--- src/rtl/iob_wb2iob.sv ---
// Wishbone-classic slave to IOb-native master bridge.
// Carries one MAC DMA transfer at a time onto the IOb memory bus. The request
// is registered, the Wishbone response is a single-cycle ack/err pulse, and a
// bus-fault timeout stops a dead memory target from hanging the MAC.
//
// Handshake summary:
//   Wishbone side: a transfer starts when wb_cyc_i & wb_stb_i are seen in IDLE;
//     cyc/stb are ignored in every other state. It ends with exactly one cycle
//     of wb_ack_o (success) or wb_err_o (timeout), and only if wb_cyc_i was
//     still high when the IOb side finished. A MAC that drops wb_cyc_i early
//     gets no response.
//   IOb side: m_valid rises with address/wdata/wstrb stable and stays high,
//     with those fields unchanged, until the cycle m_ready=1 is sampled or the
//     timeout expires. m_rdata is taken only in the m_ready cycle of a read.
module iob_wb2iob #(
    parameter int ADDR_W    = 32,
    parameter int DATA_W    = 32,
    parameter int TIMEOUT_W = 8
) (
    input  logic                clk,
    input  logic                rst,
    input  logic [31:0]         wb_adr_i,
    input  logic [DATA_W/8-1:0] wb_sel_i,
    input  logic                wb_we_i,
    input  logic [DATA_W-1:0]   wb_dat_i,
    output logic [DATA_W-1:0]   wb_dat_o,
    input  logic                wb_cyc_i,
    input  logic                wb_stb_i,
    output logic                wb_ack_o,
    output logic                wb_err_o,
    output logic                m_valid,
    output logic [ADDR_W-1:0]   m_address,
    output logic [DATA_W-1:0]   m_wdata,
    output logic [DATA_W/8-1:0] m_wstrb,
    input  logic [DATA_W-1:0]   m_rdata,
    input  logic                m_ready,
    output logic [1:0]          dbg_state
);

    typedef enum logic [1:0] {
        IDLE = 2'd0,
        REQ  = 2'd1,
        RESP = 2'd2
    } state_t;

    localparam logic [TIMEOUT_W-1:0] CNT_MAX = '1;

    state_t               state;
    logic [TIMEOUT_W-1:0] cnt;
    // Set for a write with no byte selected: the transfer passes through REQ
    // for one cycle without touching the IOb bus, keeping the same ack timing
    // as the fastest real access.
    logic                 skip;

    // Byte-offset bits are dropped because IOb addresses are word aligned.
    logic                 unused_adr_bits;
    assign unused_adr_bits = ^wb_adr_i;

    assign dbg_state = state;

    // Transfer sequencer: IDLE latches the request, REQ waits for m_ready or
    // the timeout, RESP presents the one-cycle ack/err pulse.
    always_ff @(posedge clk) begin
        if (rst) begin
            state     <= IDLE;
            cnt       <= '0;
            skip      <= 1'b0;
            wb_ack_o  <= 1'b0;
            wb_err_o  <= 1'b0;
            wb_dat_o  <= '0;
            m_valid   <= 1'b0;
            m_address <= '0;
            m_wdata   <= '0;
            m_wstrb   <= '0;
        end else begin
            case (state)
                IDLE: begin
                    wb_ack_o <= 1'b0;
                    wb_err_o <= 1'b0;
                    if (wb_cyc_i && wb_stb_i) begin
                        m_address <= {wb_adr_i[ADDR_W-1:2], 2'b00};
                        m_wdata   <= wb_dat_i;
                        m_wstrb   <= wb_we_i ? wb_sel_i : '0;
                        cnt       <= '0;
                        state     <= REQ;
                        if (wb_we_i && (wb_sel_i == '0)) begin
                            skip    <= 1'b1;
                            m_valid <= 1'b0;
                        end else begin
                            skip    <= 1'b0;
                            m_valid <= 1'b1;
                        end
                    end
                end

                REQ: begin
                    if (skip) begin
                        skip     <= 1'b0;
                        wb_ack_o <= wb_cyc_i;
                        state    <= RESP;
                    end else if (m_ready) begin
                        // A read is the only access with an all-zero strobe here.
                        if (m_wstrb == '0) begin
                            wb_dat_o <= m_rdata;
                        end
                        m_valid  <= 1'b0;
                        wb_ack_o <= wb_cyc_i;
                        state    <= RESP;
                    end else if (cnt == CNT_MAX) begin
                        m_valid  <= 1'b0;
                        wb_err_o <= wb_cyc_i;
                        state    <= RESP;
                    end else begin
                        cnt <= cnt + 1'b1;
                    end
                end

                RESP: begin
                    wb_ack_o <= 1'b0;
                    wb_err_o <= 1'b0;
                    state    <= IDLE;
                end

                default: begin
                    wb_ack_o <= 1'b0;
                    wb_err_o <= 1'b0;
                    m_valid  <= 1'b0;
                    state    <= IDLE;
                end
            endcase
        end
    end

endmodule
--- config.mk ---
export PLATFORM = sky130hd
export DESIGN_NAME = iob_wb2iob
export DESIGN_NICKNAME = d
export VERILOG_FILES = /design/src/rtl/iob_wb2iob.sv
export SDC_FILE = /design/constraint.sdc
export NUM_CORES = 1
export LEC_CHECK = 0
export BUFFER_PORTS_ARGS = -buffer_cell sky130_fd_sc_hd__buf_2
export CAP_MARGIN = 20
export CELL_PAD_IN_SITES_DETAIL_PLACEMENT = 0
export CELL_PAD_IN_SITES_GLOBAL_PLACEMENT = 1
export CORE_UTILIZATION = 28
export DETAILED_ROUTE_END_ITERATION = 8
export PLACE_DENSITY_LB_ADDON = 0.1
export SLEW_MARGIN = 15
export SYNTH_ARGS = -nofsm -noshare
export SYNTH_HDL_FRONTEND = slang
export SYNTH_SLANG_ARGS = --single-unit
--- constraint.sdc ---
create_clock -name clk -period 1.5 [get_ports clk]
set_input_delay 0.15 -clock clk [delete_from_list [all_inputs] [get_ports clk]]
set_output_delay 0.15 -clock clk [all_outputs]
set_load 0.01 [all_outputs]
==> flow_metrics.env <==
export IMPL_outcome="finished clean"
export IMPL_seq_area_frac_synth_pct=54.25
export IMPL_setup_slack_ns=0.05155
export IMPL_synth_edf_count=0
export IMPL_wl_met1_um=5499
export IMPL_fmax_mhz=690.4
export IMPL_hold_ws_ns=0.03331
export IMPL_fillCellCount=1541
export IMPL_gr_total_overflow=0
export IMPL_syn_cell_area_sq_um=4133
export IMPL_clock_root_buffer="clkbuf_16"
export IMPL_regArea_sq_um=2246
export IMPL_row_count=44
export IMPL_clock_sinks=112
export IMPL_r2r_start="cnt[7]$_SDFFE_PP0P_"
export IMPL_drive_gt1_share_pct=35.96
export IMPL_finClkSkew_ns=0.006397
export IMPL_core_area_sq_um=14480
export IMPL_die_area_sq_um=15250
export IMPL_antenna_cells=0
export IMPL_initial_utilization_pct=28.54
export IMPL_grt_max_degree=58
export IMPL_track_usage_pct=14.80
export IMPL_placed_cells_incl_taps=888
export IMPL_area_growth_syn_to_layout_pct=40.08
export IMPL_worstRegToRegCells=5
export IMPL_final_hold_violation_count=0
export IMPL_drv_cap=0
export IMPL_crit_fanout=9
export IMPL_placed_cell_area_sq_um=5423
export IMPL_clk_pin_slew_ns=0.07
export IMPL_crit_path_start="cnt[7]$_SDFFE_PP0P_"
export IMPL_yosys_most_used_dff="dfxtp_1"
export IMPL_yosys_cell_types_count=41
export IMPL_top_layer="met4"
export IMPL_endpoint_kind="flip-flop"
export IMPL_gp_congestion=0.7470
export IMPL_via_count=4084
export IMPL_total_leakage_power_nw=2.586
export IMPL_final_cells=907
export IMPL_postSynth_asyncResetShare_pct=0
export IMPL_die_w_um=123.5
export IMPL_critPathKind="flip-flop to flip-flop"
export IMPL_antenna_found_initial=0
export IMPL_cts_htree_levels=3
export IMPL_multiInputGateArea_sq_um=1733
export IMPL_viasPerCell=4.503
export IMPL_numPortBuffers=206
export IMPL_crit_end="cnt[7]$_SDFFE_PP0P_"
export IMPL_setup_viol=0
export IMPL_relSlewSlack_pct=59.93
export IMPL_dieHeight_um=123.5
export IMPL_irDropWorstVdd_mv=0.4850
export IMPL_cts_tree="done"
export IMPL_maxSlewViolCount=0
export IMPL_syn_inst=514
export IMPL_worst_pin_slew_ns=0.6011
export IMPL_fin_crit_ns=1.448
export IMPL_drc=0
export IMPL_drt_iter0_markers=163
export IMPL_numCtsBuffers=9
export IMPL_wl_met2_um=5324
export IMPL_r2r_setup_slack_ns=0.05
export IMPL_grt_pass1_vias=3671
export IMPL_setup_tns_ns=0
export IMPL_post_place_ws_ns=-0.05626
export IMPL_fin_util_pct=39.98
export IMPL_ys_warn_count=0
export IMPL_min_period_over_period_pct=96.56
export IMPL_cp_required_ns=1.74
export IMPL_worstReg2RegEnd="cnt[7]$_SDFFE_PP0P_"
export IMPL_finalPower_mw=6.098
export IMPL_ctsHoldBuffers=0
export IMPL_routed_wl_um=11790
export IMPL_postRouteAntennaNets=0
export IMPL_ctsLongestPathBuffers=2
export IMPL_wl_per_cell_um=12.99
export IMPL_dp_hpwl_um=8212
export IMPL_drtPass1Iterations=4
export IMPL_route_met3_wl_um=758
export IMPL_boundaryPins=211
export IMPL_ys_seq_elements=112
export IMPL_grt_pass1_wl_um=17480
export IMPL_syn_avg_cell_area_sq_um=8.040
export IMPL_start_kind="flip-flop"
export IMPL_nNetsFinal=826
export IMPL_grt_setup_unrepaired="true"
export IMPL_hold_path_class="primary input to flip-flop"
export IMPL_worst_ep_arrival_time_ns=1.69
export IMPL_clk_latency_ns=0.35
export IMPL_p_per_area_nw_per_um2=1053
export IMPL_fin_area_sq_um=5789
[Yosys cell counts, types with 2 or more instances]
cell type | instances | area [sq um]
nor4_1 | 3 | 18.77
buf_6 | 4 | 45.04
a2bb2oi_1 | 2 | 17.52
or4_1 | 2 | 15.01
o22ai_1 | 2 | 12.51
nand2_1 | 198 | 743.2
o21ai_0 | 3 | 15.01
or3_1 | 2 | 12.51
nand3_1 | 10 | 50.05
mux2i_1 | 2 | 20.02
o21ai_1 | 2 | 10.01
a22oi_1 | 3 | 22.52
buf_4 | 5 | 37.54
inv_1 | 4 | 15.01
dfxtp_1 | 112 | 2242
clkbuf_1 | 21 | 78.83
nand4_1 | 3 | 18.77
nor2_1 | 5 | 18.77
a21oi_1 | 102 | 510.5
buf_2 | 8 | 40.04
[what timing repair did]
item / 4_1_cts / 5_1_grt
gates cloned: 0 / 1
buffers inserted: 0 / 3
resized for setup: 2 / 9
setup endpoints to repair: 8 / 40
pin swaps: 1 / 4
[layer usage]
metal	track usage, %	vias up
met4	7.154	0
met2	24.09	118
li1	-	2100
met5	0	-
met1	18.40	1853
met3	3.321	13
[power breakdown]
part           internal (mW)  leakage [nW]  switching, mW  total [mW]
Combinational          0.318          1.53          0.387       0.705
Sequential              3.08         0.912         0.0570        3.14
Clock                   1.20         0.141           1.05        2.25
[worst max-delay path: stages, from the launching register on]
cell and delay [ns]:
dfxtp_1 0.36, nand4_1 0.24, o211ai_4 0.36, buf_4 0.17
nor4_1 0.04, a21o_1 0.16
[kinds of logic after synthesis]
logic type	Yosys count	synth area share, %
AO/OA/AOI/OAI	121	15.89
adder cells (fa/ha/maj)	1	0.3027
buffers and inverters	42	5.238
flip-flops	112	54.25
multiplexers	2	0.4844
other	1	0.09074
AND/OR/NAND/NOR	235	23.74
[sequential cells by signal, indices dropped and copies added (netlist names)]
name and cells:
wb_err_o 1, m_wstrb 4, wb_dat_o 32, m_address 30
skip 1, cnt 8, m_valid 1, m_wdata 32
wb_ack_o 1, dbg_state 2
[placed cells by master (no fill, tap or decap), drive strengths merged, types with 2 or more instances in the layout]
cell / instances
mux2i: 2
clkinv: 4
a21oi: 102
o22ai: 2
a2bb2oi: 2
nor4: 4
inv: 4
a22oi: 3
nand3: 10
buf: 230
or3: 2
conb: 2
or4: 2
nand2: 198
dfxtp: 112
clkbuf: 12
o21ai: 5
nor2: 6
nand4: 3
nand2b: 2
[layout make-up]
cell class	instances	area share (%)
inverter	4	0.2593
clock inverter	4	0.3458
timing repair buffer	231	22.33
multi-input combinational	361	29.93
tap	184	3.977
sequential	112	38.79
clock buffer	11	4.366
[how the worst min path moves through the flow]
stage	startpoint	endpoint	slack [ns]	depth (start not counted)
detailed placement	wb_dat_i[3]	m_wdata[3]$_SDFFE_PP0P_	0.40	3
CTS	wb_dat_i[6]	m_wdata[6]$_SDFFE_PP0P_	0.02	3
floorplan	wb_adr_i[10]	m_address[10]$_SDFFE_PP0P_	0.29	2
global placement	wb_dat_i[3]	m_wdata[3]$_SDFFE_PP0P_	0.39	3
finish	wb_dat_i[13]	m_wdata[13]$_SDFFE_PP0P_	0.03	3
global route	wb_dat_i[1]	m_wdata[1]$_SDFFE_PP0P_	0.03	3
(Power assumes the default switching activity.)
